File: src/rtl/sdram_memtest.sv
// -----------------------------------------------------------------------------
// sdram_memtest
//   Built-in memory test engine placed in front of sdram_controller's host
//   port. On start it waits for controller configuration, then runs two data
//   patterns over a word range. Each pattern writes the whole range and then
//   reads it back and compares every word. The first failure, whether a data
//   mismatch or a missing m_compl, is reported and ends the test.
//
//   Patterns (a = word address):
//     P0 : {2'b00,a} + 1
//     P1 : a[0] ? 32'h55aaaa55 : 32'haa5555aa
//
// Ports
//   clk, rst_n       clock, synchronous active-low reset
//   start            one-cycle pulse, accepted in IDLE or DONE
//   busy / done      test running / test finished (held until next start)
//   pass, timed_out  result flags, valid while done=1
//   err_addr         word address of the first failure
//   err_expected     expected data at err_addr
//   err_got          data read at err_addr (0 on timeout)
//   m_cs, m_addr, m_wr_en, m_bytesel, m_wdata   controller host request
//   m_rdata, m_compl, m_config_done             controller host response
// -----------------------------------------------------------------------------
module sdram_memtest #(
   parameter logic [29:0] START_ADDR = 30'h0,
   parameter int unsigned NUM_WORDS  = 16384,
   parameter int unsigned TIMEOUT    = 1023
) (
   input  logic        clk,
   input  logic        rst_n,
   input  logic        start,
   output logic        busy,
   output logic        done,
   output logic        pass,
   output logic        timed_out,
   output logic [29:0] err_addr,
   output logic [31:0] err_expected,
   output logic [31:0] err_got,
   output logic        m_cs,
   output logic [29:0] m_addr,
   output logic        m_wr_en,
   output logic [3:0]  m_bytesel,
   output logic [31:0] m_wdata,
   input  logic [31:0] m_rdata,
   input  logic        m_compl,
   input  logic        m_config_done
);

   localparam logic [2:0] S_IDLE     = 3'd0;
   localparam logic [2:0] S_WAIT_CFG = 3'd1;
   localparam logic [2:0] S_WR       = 3'd2;
   localparam logic [2:0] S_WR_GAP   = 3'd3;
   localparam logic [2:0] S_RD       = 3'd4;
   localparam logic [2:0] S_RD_GAP   = 3'd5;
   localparam logic [2:0] S_DONE     = 3'd6;

   // Last address of the range, 30-bit wrap intended.
   localparam logic [29:0] LAST_ADDR = START_ADDR + 30'(NUM_WORDS - 1);

   // The wait counter only ever holds 0..TIMEOUT-1.
   localparam int unsigned CW = (TIMEOUT < 2) ? 1 : $clog2(TIMEOUT);
   localparam logic [CW-1:0] CNT_LAST = CW'(TIMEOUT - 1);

   function automatic logic [31:0] pattern(input logic p, input logic [29:0] a);
      if (!p) return {2'b00, a} + 32'd1;
      else    return a[0] ? 32'h55aaaa55 : 32'haa5555aa;
   endfunction

   logic [2:0]    state_q, state_d;
   logic          pat_q, pat_d;
   logic [CW-1:0] cnt_q, cnt_d;
   logic          busy_q, busy_d;
   logic          done_q, done_d;
   logic          pass_q, pass_d;
   logic          tmo_q, tmo_d;
   logic [29:0]   err_addr_q, err_addr_d;
   logic [31:0]   err_exp_q, err_exp_d;
   logic [31:0]   err_got_q, err_got_d;
   logic          cs_q, cs_d;
   logic [29:0]   addr_q, addr_d;
   logic          wr_en_q, wr_en_d;
   logic [3:0]    bsel_q, bsel_d;
   logic [31:0]   wdata_q, wdata_d;

   // Requests to start a new access, resolved after the state decode.
   logic          launch;
   logic          launch_wr;
   logic          nxt_pat;
   logic [29:0]   nxt_addr;

   always_comb begin
      state_d    = state_q;
      pat_d      = pat_q;
      cnt_d      = cnt_q;
      busy_d     = busy_q;
      done_d     = done_q;
      pass_d     = pass_q;
      tmo_d      = tmo_q;
      err_addr_d = err_addr_q;
      err_exp_d  = err_exp_q;
      err_got_d  = err_got_q;
      cs_d       = cs_q;
      addr_d     = addr_q;
      wr_en_d    = wr_en_q;
      bsel_d     = bsel_q;
      wdata_d    = wdata_q;
      launch     = 1'b0;
      launch_wr  = 1'b0;
      nxt_pat    = pat_q;
      nxt_addr   = addr_q;

      case (state_q)
         S_IDLE, S_DONE: begin
            if (start) begin
               state_d    = S_WAIT_CFG;
               busy_d     = 1'b1;
               done_d     = 1'b0;
               pass_d     = 1'b0;
               tmo_d      = 1'b0;
               err_addr_d = '0;
               err_exp_d  = '0;
               err_got_d  = '0;
            end
         end

         S_WAIT_CFG: begin
            if (m_config_done) begin
               nxt_pat   = 1'b0;
               nxt_addr  = START_ADDR;
               launch    = 1'b1;
               launch_wr = 1'b1;
            end
         end

         S_WR, S_RD: begin
            if (m_compl) begin
               // Completion wins even on the cycle the counter expires.
               cs_d   = 1'b0;
               bsel_d = '0;
               if (state_q == S_RD && m_rdata != wdata_q) begin
                  state_d    = S_DONE;
                  busy_d     = 1'b0;
                  done_d     = 1'b1;
                  pass_d     = 1'b0;
                  err_addr_d = addr_q;
                  err_exp_d  = wdata_q;
                  err_got_d  = m_rdata;
               end else begin
                  state_d = (state_q == S_WR) ? S_WR_GAP : S_RD_GAP;
               end
            end else if (cnt_q == CNT_LAST) begin
               cs_d       = 1'b0;
               bsel_d     = '0;
               state_d    = S_DONE;
               busy_d     = 1'b0;
               done_d     = 1'b1;
               pass_d     = 1'b0;
               tmo_d      = 1'b1;
               err_addr_d = addr_q;
               err_exp_d  = wdata_q;
               err_got_d  = '0;
            end else begin
               cnt_d = cnt_q + CW'(1);
            end
         end

         S_WR_GAP: begin
            launch = 1'b1;
            if (addr_q == LAST_ADDR) begin
               nxt_addr  = START_ADDR;
               launch_wr = 1'b0;
            end else begin
               nxt_addr  = addr_q + 30'd1;
               launch_wr = 1'b1;
            end
         end

         S_RD_GAP: begin
            if (addr_q == LAST_ADDR) begin
               if (!pat_q) begin
                  nxt_pat   = 1'b1;
                  nxt_addr  = START_ADDR;
                  launch    = 1'b1;
                  launch_wr = 1'b1;
               end else begin
                  state_d = S_DONE;
                  busy_d  = 1'b0;
                  done_d  = 1'b1;
                  pass_d  = 1'b1;
               end
            end else begin
               nxt_addr  = addr_q + 30'd1;
               launch    = 1'b1;
               launch_wr = 1'b0;
            end
         end

         default: state_d = S_IDLE;
      endcase

      if (launch) begin
         state_d = launch_wr ? S_WR : S_RD;
         pat_d   = nxt_pat;
         addr_d  = nxt_addr;
         wdata_d = pattern(nxt_pat, nxt_addr);
         cs_d    = 1'b1;
         bsel_d  = '1;
         wr_en_d = launch_wr;
         cnt_d   = '0;
      end
   end

   always_ff @(posedge clk) begin
      if (!rst_n) begin
         state_q    <= S_IDLE;
         pat_q      <= 1'b0;
         cnt_q      <= '0;
         busy_q     <= 1'b0;
         done_q     <= 1'b0;
         pass_q     <= 1'b0;
         tmo_q      <= 1'b0;
         err_addr_q <= '0;
         err_exp_q  <= '0;
         err_got_q  <= '0;
         cs_q       <= 1'b0;
         addr_q     <= '0;
         wr_en_q    <= 1'b0;
         bsel_q     <= '0;
         wdata_q    <= '0;
      end else begin
         state_q    <= state_d;
         pat_q      <= pat_d;
         cnt_q      <= cnt_d;
         busy_q     <= busy_d;
         done_q     <= done_d;
         pass_q     <= pass_d;
         tmo_q      <= tmo_d;
         err_addr_q <= err_addr_d;
         err_exp_q  <= err_exp_d;
         err_got_q  <= err_got_d;
         cs_q       <= cs_d;
         addr_q     <= addr_d;
         wr_en_q    <= wr_en_d;
         bsel_q     <= bsel_d;
         wdata_q    <= wdata_d;
      end
   end

   assign busy         = busy_q;
   assign done         = done_q;
   assign pass         = pass_q;
   assign timed_out    = tmo_q;
   assign err_addr     = err_addr_q;
   assign err_expected = err_exp_q;
   assign err_got      = err_got_q;
   assign m_cs         = cs_q;
   assign m_addr       = addr_q;
   assign m_wr_en      = wr_en_q;
   assign m_bytesel    = bsel_q;
   assign m_wdata      = wdata_q;

endmodule

File: config.mk
export PLATFORM = sky130hd
export DESIGN_NAME = sdram_memtest
export DESIGN_NICKNAME = d
export VERILOG_FILES = /design/src/rtl/sdram_memtest.sv
export SDC_FILE = /design/constraint.sdc
export NUM_CORES = 1
export LEC_CHECK = 0
export CORE_MARGIN = 5
export CORE_UTILIZATION = 35
export DETAILED_ROUTE_END_ITERATION = 8
export SLEW_MARGIN = 15
export SYNTH_ARGS = -nofsm -noshare
export SYNTH_HDL_FRONTEND = slang
export SYNTH_SLANG_ARGS = --single-unit
export TNS_END_PERCENT = 10
File: constraint.sdc
create_clock -name clk -period 4.6 [get_ports clk]
set_input_delay 1.15 -clock clk [delete_from_list [all_inputs] [get_ports clk]]
set_output_delay 1.15 -clock clk [all_outputs]
set_load 0.02 [all_outputs]
# == After elaboration in Yosys (flattened, before gate mapping) ==
# Cells that the tools add are included.
# classes
n_addsub,3
n_mul,0
n_div,0
order_cmp,0
eq_ne,21
shift,0
muxes,65
n_bitwise,3
reduce_logical,16
# ops
op,n
32-bit 2-to-1 mux,9
30-bit 2-to-1 mux,8
32-bit one-hot mux with 2 select lines,2
30-bit one-hot mux with 3 select lines,1
30-bit one-hot mux with 2 select lines,1
32-bit inequality test,1
30-bit by 1-bit adder with 31-bit output (second input constant),1
30-bit by 1-bit adder with 30-bit output (second input constant),1
30-bit by 14-bit equality test with 1-bit output (second input constant),1
3-bit 2-to-1 mux,9
1-bit 2-to-1 mux,23
4-bit 2-to-1 mux,4
3-bit inequality test (second input constant),5
1-bit one-hot mux with 3 select lines,5
3-bit one-hot mux with 4 select lines,1
10-bit by 1-bit adder with 10-bit output (second input constant),1
10-bit equality test (second input constant),1
2-bit inequality test (second input constant),5
3-bit equality test (second input constant),3
4-bit AND reduction,2
2-bit OR reduction,4
3-bit by 2-bit equality test with 1-bit output (second input constant),2
6-bit AND reduction,1
3-bit nonzero test,2
11 further kinds,15
# totals
ff_bits,180
latch_bits,0
ram_bits,0
mem_bits_ro,0
output_inout_bits,166
elab_cells,123
memories,0

# == Longest topological paths before layout ==
# depth
depth_word,6
mapped_depth,17
mapped_depth_nobuf,15

# == Least setup slack after synthesis ==
# OpenSTA, ideal clock, no wires.
# synth_path
kind,reg-to-reg
startpoint,register addr_q[0] (netlist: m_addr[0])
endpoint,register wdata_q[18] (netlist: m_wdata[18])
setup_ns,0.070
t_arrival_ns,4.001
required_ns,4.530
setup_slack_ns,0.530
path_stages_with_launch,16
path_buffers,2
synth_period_minus_slack_ns,4.070
path_cell_list,dfxtp_1 > ha_1 > inv_1 > or4_1 > buf_2 > nor4_4 > buf_2 > nor2_1 > a21o_1 > inv_1 > ha_1 > nand3_1 > nor4_1 > a21boi_0 > or3_1 > a21oi_1
# synth_between
elab_chain_len,5
word_cells_on_any_way,14
classes_between,add/sub: 2; eq/ne: 1; mux: 11
# synth_lines
element,line,text
"start, declared",80,"logic [29:0] addr_q, addr_d;"
"start signal, assigned",242,addr_q <= addr_d;
30-bit by 1-bit adder with 30-bit output (tied with other cells),"173, 192",
"30-bit 2-to-1 mux, on equally long branches","179, 169",
30-bit one-hot mux with 3 select lines *,112,case (state_q)
named net nxt_addr[0],89,logic [29:0] nxt_addr;
30-bit by 1-bit adder with 31-bit output or 32-bit 2-to-1 mux (tied branches),"65, 66",
32-bit 2-to-1 mux *,65,"if (!p) return {2'b00, a} + 32'd1;"
"end signal, assigned",245,wdata_q <= wdata_d;
"end, declared",83,"logic [31:0] wdata_q, wdata_d;"
# Mark *: on every way through the listed nets, which the timed path passes. The rest lies on a longest branch.
# A chain may end at the register's enable or synchronous reset.

# == Worst setup path after layout ==
# layout_path
startpoint,input port m_config_done
endpoint,register wdata_q[29] (netlist: m_wdata[29])
# layout_between
elab_chain_len,4
word_cells_on_any_way,9
classes_between,add/sub: 1; mux: 8
# layout_lines
element,line,text
"start, declared",46,input logic m_config_done
30-bit 2-to-1 mux,127,if (m_config_done) begin
30-bit one-hot mux with 3 select lines,112,
30-bit by 1-bit adder with 31-bit output or 32-bit 2-to-1 mux (tied branches),"65, 66",
32-bit 2-to-1 mux,65,
# Several ways; a longest one is shown, not always the timed one.

==> reports/qor.yml <==
placement:
  gp_congestion: 0.913
  detailed_place_hpwl_um: 24000
  port_buffers: 202
floorplanning:
  row_count: 56
  dieArea_um2: 27200
  die_width_um: 165
  initial_core_util: 0.357
  floorplan.core_area_um2: 23500
  io_pins: 203
  die_h_um: 165
setup_path:
  worst_reg2reg_path_depth: 11
  regToRegEndpoint: "m_wdata[29]$_SDFFE_PN0P_"
  path_max_fanout: 8
  worstPathArrival_ns: 4.32
  reg2reg_slack_ns: 0.64
  crit_path_start: "m_config_done"
  r2r-start: "m_addr[4]$_SDFFE_PN0P_"
  cp-start-kind: "input pin"
  setup.worst_path.class: "in -> reg"
  end_kind: "flop"
  cp.required_ns: 4.91
  setup.worst_path.end: "m_wdata[29]$_SDFFE_PN0P_"
clock_network:
  clockRootBuffer: "sky130_fd_sc_hd__clkbuf_16"
  cts_hold_buffers: 0
  worst_path_clk_slew_ns: 0.07
  cts_made_buffers: 17
  clock_network_latency_to_the_later_pin_of_the_worst_skew_pair_ns: 0.44
  cts_tree: "done"
  postCtsSetupRepairBufs: 0
  htreeDepth: 4
  clockBufferDepth: 2
  post_cts_resized: 0
  tritoncts_num_sinks: 176
yosys:
  post_synth_cell_types: 63
  ys_top_cells_by_area: "sky130_fd_sc_hd__dfxtp_1, sky130_fd_sc_hd__a21oi_1, sky130_fd_sc_hd__nand2_1, sky130_fd_sc_hd__nand3_1, sky130_fd_sc_hd__xor2_1"
  yosys_register_bits: 176
  synthesis.instances: 1073
  asyncSetResetFlopFracSynth: 0
  yosys.area.top_type: "sky130_fd_sc_hd__dfxtp_1"
  synth-edff-count: 0
  post_syn_nets: 1115
  ys_warn_count: 0
  synthesis.area_um2: 8410
  ys_seq_area_frac: 0.419
  most_used_standard_cell_by_instance_count_after_synthesis: "sky130_fd_sc_hd__dfxtp_1"
  main_flop_type_after_synthesis: "sky130_fd_sc_hd__dfxtp_1"
  synth.avg_cell_area_um2: 7.84
  synth_top_cells_by_count: "sky130_fd_sc_hd__dfxtp_1, sky130_fd_sc_hd__nand2_1, sky130_fd_sc_hd__a21oi_1, sky130_fd_sc_hd__nand3_1, sky130_fd_sc_hd__clkbuf_1"
  netlist.area_leader.share: 0.419
final_layout:
  register_area_um2: 3520
  final.fill_count: 2318
  drive_above_1_share: 0.0968
  multi_input_area_um2: 4570
  layout.nets: 1330
  syn2layout_area_growth_pct: 39.3
  antennaDiodeCount: 0
  final_core_util: 0.498
sta:
  finalCritPeriodShare: 0.873
  minimum_clock_period_after_layout_ns: 4.02
  maxSlewHeadroom: 0.444
  timing.setup.tns_ns: 0
  hold_violations: 0
  timing_max_transition_violations_final: 0
  final-setup-viol-count: 0
  unrepaired_setup_endpoints_after_global_routing: "no"
  tightest_slew_ns: 0.831
  finClkSkew_ns: 0.0125
  fmax_ghz: 0.249
detailed_routing:
  detail-route-antenna-nets: 0
  detail_route.iter0.violations: 983
  routed_via_density: 5.50
  detail_route.drc_violations: 0
  first_pass_iters: 5
  wl_per_cell_um: 20.4
  routed-via-count: 8914
  routed_wl_um: 33000
min_path:
  min-delay-path-class: "reg -> reg"
global_routing:
  grt_antenna_before_repair: 0
  number_of_global_route_vias_before_repair: 8485
  grt_pass1_wl_um: 50000
  grtUsageTotal: 0.237
  pin_count_of_the_biggest_net_entering_global_routing: 70
  gr-total-overflow: 0
power_and_ir_drop:
  combinationalPowerShare: 0.392
  power.share.clock: 0.281
  power.total_w: 0.00531
  p_int_w: 0.00301
  cellPowerDensity_nw_per_um2: 453
  seqPwrFrac: 0.327
  p_leak_nw: 4.08
  power_switching_share: 0.432
  vdd.ir_drop.worst_mv: 0.512
  netSwitchingPower_w: 0.00229
job:
  maxCapViolCount: 0
status:
  outcome: "completed"
[critical path: stages]
cell	delay (ns)
sky130_fd_sc_hd__clkdlybuf4s50_1	0.43
sky130_fd_sc_hd__or3_1	0.38
sky130_fd_sc_hd__and2_1	0.29
sky130_fd_sc_hd__buf_4	0.19
sky130_fd_sc_hd__o21ai_0	0.06
sky130_fd_sc_hd__o21ai_0	0.19
sky130_fd_sc_hd__or2_2	0.39
sky130_fd_sc_hd__or4bb_1	0.51
sky130_fd_sc_hd__nor4_1	0.38
sky130_fd_sc_hd__mux2i_1	0.24
sky130_fd_sc_hd__o211ai_1	0.11
[sequential cells by signal, summed over array words and instances (netlist names), 3 cells and up]
signal        count
m_addr           30
cnt_q            10
err_got          32
err_expected     32
state_q           3
m_wdata          32
err_addr         30
[worst min-delay path by stage]
stage	endpoint	startpoint	slack, ns	depth (start not counted)
after CTS	err_addr[7]$_SDFFE_PN0P_	err_addr[7]$_SDFFE_PN0P_	0.45	2
after floorplan	cnt_q[6]$_SDFFE_PP0P_	cnt_q[6]$_SDFFE_PP0P_	0.45	2
after global routing	err_got[1]$_SDFFE_PN0P_	err_got[1]$_SDFFE_PN0P_	0.47	2
after detailed placement	err_expected[10]$_SDFFE_PN0P_	err_expected[10]$_SDFFE_PN0P_	0.44	2
final	err_addr[12]$_SDFFE_PN0P_	err_addr[12]$_SDFFE_PN0P_	0.45	2
after global placement	err_addr[13]$_SDFFE_PN0P_	err_addr[13]$_SDFFE_PN0P_	0.44	2
[area by class of cell]
| type | count | share of cell area |
|---|---|---|
| Sequential cell | 176 | 0.301 |
| Clock inverter | 14 | 0.0142 |
| Timing Repair Buffer | 274 | 0.222 |
| Multi-Input combinational cell | 811 | 0.390 |
| Clock buffer | 18 | 0.0366 |
| Tap cell | 319 | 0.0341 |
| Inverter | 8 | 0.00267 |
[cells in the final DEF, fill, tap and decap left out, drive strengths merged, types with 25 or more instances in the layout]
cell,n
clkdlybuf4s50,202
dfxtp,176
nand3,118
nand2,159
a21oi,143
nor2,58
o21ai,53
nor4,25
xor2,49
and2,27
buf,72
[kinds of logic after synthesis]
logic type,synth area share
and+or+nand+nor,0.278
DFF,0.419
AOI/OAI and AO/OA,0.184
muxes,0.00238
buffers and inverters,0.0408
xor gates and xnor gates,0.0687
adders and majority gates,0.00744
[stage by stage]
stage          worst slack [ns]  instances  cell area (um^2)  hold slack, ns
2_1_floorplan             0.530       1073              8410           0.454
3_3_place_gp              0.231       1588             11100           0.437
3_5_place_dp              0.159       1588             11100           0.442
4_1_cts                   0.609       1620             11700           0.452
5_1_grt                   0.350       1620             11700           0.470
6_report                  0.585       1620             11700           0.451
[power groups by stage]
stage	combinational (W)	sequential [W]	clock (W)
floorplan	0.00111	0.00182	0
global placement	0.00206	0.00177	0
detailed placement	0.00205	0.00177	0
CTS	0.00206	0.00173	0.00152
global route	0.00223	0.00174	0.00158
finish	0.00208	0.00173	0.00149
[routing by layer]
layer	GRT usage	vias up	wire, um
met1	0.325	4221	14800
met5	0	-	0
met2	0.371	399	14900
met3	0.0579	51	2640
li1	-	4243	-
met4	0.0696	0	710
No activity file was read; power rests on OpenSTA's default activity.
==> patch 1 (config.mk and constraints unchanged) <==
Register the inputs `start`, `m_rdata`, `m_compl` and `m_config_done` before use, without a reset. The logic sees them one clock later. Comments in the files are not updated.
--- a/src/rtl/sdram_memtest.sv
+++ b/src/rtl/sdram_memtest.sv
@@ -63,2 +63,14 @@
 
+   logic start_q;
+   logic [31:0] m_rdata_q;
+   logic m_compl_q;
+   logic m_config_done_q;
+
+   always_ff @(posedge clk) begin
+      start_q         <= start;
+      m_rdata_q       <= m_rdata;
+      m_compl_q       <= m_compl;
+      m_config_done_q <= m_config_done;
+   end
+
    function automatic logic [31:0] pattern(input logic p, input logic [29:0] a);
@@ -113,3 +125,3 @@
          S_IDLE, S_DONE: begin
-            if (start) begin
+            if (start_q) begin
                state_d    = S_WAIT_CFG;
@@ -126,3 +138,3 @@
          S_WAIT_CFG: begin
-            if (m_config_done) begin
+            if (m_config_done_q) begin
                nxt_pat   = 1'b0;
@@ -135,3 +147,3 @@
          S_WR, S_RD: begin
-            if (m_compl) begin
+            if (m_compl_q) begin
                // Completion wins even on the cycle the counter expires.
@@ -139,3 +151,3 @@
                bsel_d = '0;
-               if (state_q == S_RD && m_rdata != wdata_q) begin
+               if (state_q == S_RD && m_rdata_q != wdata_q) begin
                   state_d    = S_DONE;
@@ -146,3 +158,3 @@
                   err_exp_d  = wdata_q;
-                  err_got_d  = m_rdata;
+                  err_got_d  = m_rdata_q;
                end else begin
Check against the original RTL: not equivalent (Yosys sat finds a counterexample within 4 cycles, from zero or initial values and one cycle with rst_n low).
==> patch 1 against the unedited design <==
  * Sequential cell count is 35 higher
  * Cell count rose by 2.2%
  * Critical endpoint unchanged
  * Routed wire length down 0.45%
  * Non-clock buffer count shrank 31
  * Setup slack worse by 0.035 ns
  * Total power increased by 12%
  * Final area rose by 7.5%
  * Count of clock-buffer cells in the layout increased by 13
  * Critical path type is now flop to flop
  * Area after synthesis is 9.9% higher
  * Critical path depth is 1 lower
==> patch 1: results <==
{
  "synth_area_leaders": "sky130_fd_sc_hd__dfxtp_1 (46%), sky130_fd_sc_hd__a21oi_1 (7.3%), sky130_fd_sc_hd__nand3_1 (6.7%)",
  "fin_worst_skew_ns": 0.007947,
  "net_switching_fraction_of_the_power": 0.3659,
  "synth.top_cells.by_count": "sky130_fd_sc_hd__dfxtp_1 (211), sky130_fd_sc_hd__nand2_1 (143), sky130_fd_sc_hd__a21oi_1 (134)",
  "holdCritStartpoint": "err_addr[1]$_SDFFE_PN0P_",
  "instances_no_fill": 1656,
  "met2RoutedLength_um": 14460,
  "maximum_number_of_pins_on_one_net_before_global_route_repair": 118,
  "gp_congestion": 0.9082,
  "fill_cells": 2533,
  "timing.reg2reg.setup_slack_ns": 0.55,
  "initialDrtViolationCount": 755,
  "length_of_routed_met3_wiring_um": 2130,
  "placedCellCount": 1611,
  "area_occupied_by_registers_sq_um": 4224,
  "worstSetupStartpoint": "state_q[0]$_SDFFE_PN0P_",
  "first_global_vias": 8515,
  "globalRouteMet3Util": 0.04083,
  "wl_per_cell_um": 19.85,
  "syn_nets": 1155,
  "mean_number_of_vias_per_cell": 5.426,
  "run_status": "completed",
  "worst_ep_arrival_time_ns": 4.45,
  "buffer_area_frac": 0.1869,
  "nNonClkInverters": 15
}
patch 1: cell count changes in the layout (fill, tap and decap cells not counted), moves of 6 or more:
cell / before / now
sky130_fd_sc_hd__clkbuf_16: 17 / 25
sky130_fd_sc_hd__dfxtp_1: 176 / 211
sky130_fd_sc_hd__nor4_1: 23 / 16
sky130_fd_sc_hd__o31ai_1: 11 / 4
sky130_fd_sc_hd__xor2_1: 49 / 43
sky130_fd_sc_hd__nand2_1: 159 / 143
sky130_fd_sc_hd__nor2_1: 57 / 71
sky130_fd_sc_hd__or4_1: 7 / 0
sky130_fd_sc_hd__buf_4: 69 / 39
sky130_fd_sc_hd__a211oi_1: 3 / 12
sky130_fd_sc_hd__clkinv_2: 1 / 8
sky130_fd_sc_hd__inv_1: 7 / 14
sky130_fd_sc_hd__a21oi_1: 142 / 133
patch 1: metrics by stage:
step / hold slack (ns) / cell area [sq um] / worst slack (ns)
6_report: 0.4481 / 12600 / 0.5501
5_1_grt: 0.4641 / 12600 / 0.2395
4_1_cts: 0.4512 / 12600 / 0.6053
3_5_place_dp: 0.4426 / 11700 / 0.6176
3_3_place_gp: 0.4384 / 11700 / 0.6538
2_1_floorplan: 0.4581 / 9244 / 0.6524
patch 1: kinds of logic (layout without fill, tap and decap cells):
| logic type | count (synthesis) | count (layout) | share of synthesized area |
|---|---|---|---|
| compound gates | 263 | 263 | 0.1685 |
| buf+inv | 95 | 303 | 0.04304 |
| fa+ha+maj | 5 | 5 | 0.006768 |
| simple gates | 471 | 471 | 0.2591 |
| mux | 3 | 3 | 0.003249 |
| flops | 211 | 211 | 0.4570 |
| xor+xnor | 65 | 65 | 0.06240 |
==> patch 2 (same flow settings) <==
Made on the original files. `TIMEOUT`: 1023 -> 255.
--- a/src/rtl/sdram_memtest.sv
+++ b/src/rtl/sdram_memtest.sv
@@ -26,3 +26,3 @@
    parameter int unsigned NUM_WORDS  = 16384,
-   parameter int unsigned TIMEOUT    = 1023
+   parameter int unsigned TIMEOUT    = 255
 ) (
Behaviour: no difference found for any inputs over 4 cycles, from zero or initial values and one cycle with rst_n low; that may be too few to reach the edited logic, so the function may still have changed.
==> patch 2 against the unedited design <==
  * Worst hold slack better by 0.011 ns
  * Clock skew up 0.0036 ns
  * First-iteration DRC count down 16%
  * Final area up 4.7%
  * Cell count is 3.1% higher
  * Area after synthesis rose by 6.0%
  * Die area is 5.6% higher
  * Routed wire length rose by 3.0%
  * Non-clock buffer count increased by 13
  * Total power fell by 7.6%
  * Setup slack gained 0.070 ns
  * Sequential cell count down 2
  * Core utilization fell by 0.89 points
  * Critical path type unchanged
  * Largest cell class unchanged
  * Highest routed layer unchanged
==> patch 2: results <==
{
  "run_status": "completed",
  "syn_nets": 1149,
  "synth_mux_area_frac": 0.004491,
  "worstReg2RegEnd": "m_wdata[26]$_SDFFE_PN0P_",
  "global_route_wire_length_before_repair_um": 52450,
  "whs_endpoint": "err_addr[0]$_SDFFE_PN0P_",
  "insertion_delay_ns": 0.44,
  "mean_number_of_vias_per_cell": 5.513,
  "fin_worst_skew_ns": 0.01609,
  "cp_slowest_cell": "sky130_fd_sc_hd__clkdlybuf4s50_1",
  "drt_first_pass_iters": 6,
  "power_report.internal_total_mw": 2.862,
  "critical-path-max-stage-delay_ns": 0.56,
  "fill_cells": 2490,
  "synth_area_leaders": "sky130_fd_sc_hd__dfxtp_1 (39%), sky130_fd_sc_hd__a21boi_0 (8.4%), sky130_fd_sc_hd__nand2_1 (7.3%)",
  "global_route.usage.total": 0.2314,
  "worst-r2r-cell-count": 15,
  "holdCritStartpoint": "err_addr[0]$_SDFFE_PN0P_",
  "ir_drop_mv": 0.4558,
  "gp_congestion": 0.9004,
  "yosysUniqueCellTypes": 76,
  "ys_seq_area_frac": 0.3907,
  "maximum_number_of_pins_on_one_net_before_global_route_repair": 96,
  "worstMarginPinSlew_ns": 0.7758,
  "power.static_leakage_nw": 4.143,
  "final_layout_size_suffix_gt1_frac": 0.1067,
  "timing.reg2reg.setup_slack_ns": 0.69,
  "wl_per_cell_um": 20.37,
  "post-cts-setup-buffer-count": 0,
  "final_hpwl_from_detailed_placement_um": 25110,
  "initialDrtViolationCount": 821,
  "postCtsResizedCells": 0,
  "synth_compound_area_frac": 0.2094,
  "adder_cell_area_share_of_the_yosys_netlist": 0.007017,
  "timing.rr.start": "m_addr[0]$_SDFFE_PN0P_",
  "critical_path.max_fanout": 15,
  "synth.top_cells.by_count": "sky130_fd_sc_hd__dfxtp_1 (174), sky130_fd_sc_hd__nand2_1 (174), sky130_fd_sc_hd__nand3_1 (126)",
  "worstSetupStartpoint": "m_config_done",
  "xor_xnor_portion_of_the_synthesized_cell_area": 0.05697
}
[patch 2: per-stage QoR]
step | power (mW) | std cells | instance area, sq um | worst slack (ns)
CTS | 4.936 | 1670 | 12280 | 0.6997
detailed placement | 3.429 | 1638 | 11660 | 0.2676
floorplan | 2.720 | 1107 | 8916 | 0.5070
finish | 4.902 | 1670 | 12280 | 0.6553
global route | 5.146 | 1670 | 12280 | 0.3854
global placement | 3.426 | 1638 | 11660 | 0.3492
[patch 2: cells by family after synthesis]
group,Yosys count
simple gates,502
compound gates,270
flops,174
buf+inv,94
xor+xnor,58
fa+ha+maj,5
mux,4
[patch 2: power groups by stage]
| stage | Clock (mW) | Sequential [mW] | Combinational (mW) |
|---|---|---|---|
| 6_report | 1.50 | 1.71 | 1.69 |
| 5_1_grt | 1.60 | 1.72 | 1.82 |
| 4_1_cts | 1.54 | 1.71 | 1.69 |
| 3_5_place_dp | 0 | 1.75 | 1.68 |
| 3_3_place_gp | 0 | 1.74 | 1.68 |
| 2_1_floorplan | 0 | 1.78 | 0.940 |
[patch 2: tightest hold or removal path, cell delays in order (launching register included)]
cell,delay (ns)
sky130_fd_sc_hd__dfxtp_1,0.31
sky130_fd_sc_hd__nand2_1,0.04
sky130_fd_sc_hd__a21boi_0,0.06
[patch 2: per-layer routing]
layer  up-vias  wire (um)  GRT usage
met5         -          0          0
met4         0       1024    0.09205
met3        66       2046    0.04123
met2       370      15780     0.3665
met1      4392      15160     0.3132
li1       4379          -          -
[patch 2: cell type report]
cell class	count	area [sq um]	share of cell area
multi-input cells	839	5051	0.4115
flip-flops and latches	174	3483	0.2838
repair buffers	287	2683	0.2185
clock buffers	17	425.4	0.03466
well taps	330	412.9	0.03364
clock inverters	15	190.2	0.01549
inverters	8	30.03	0.002446
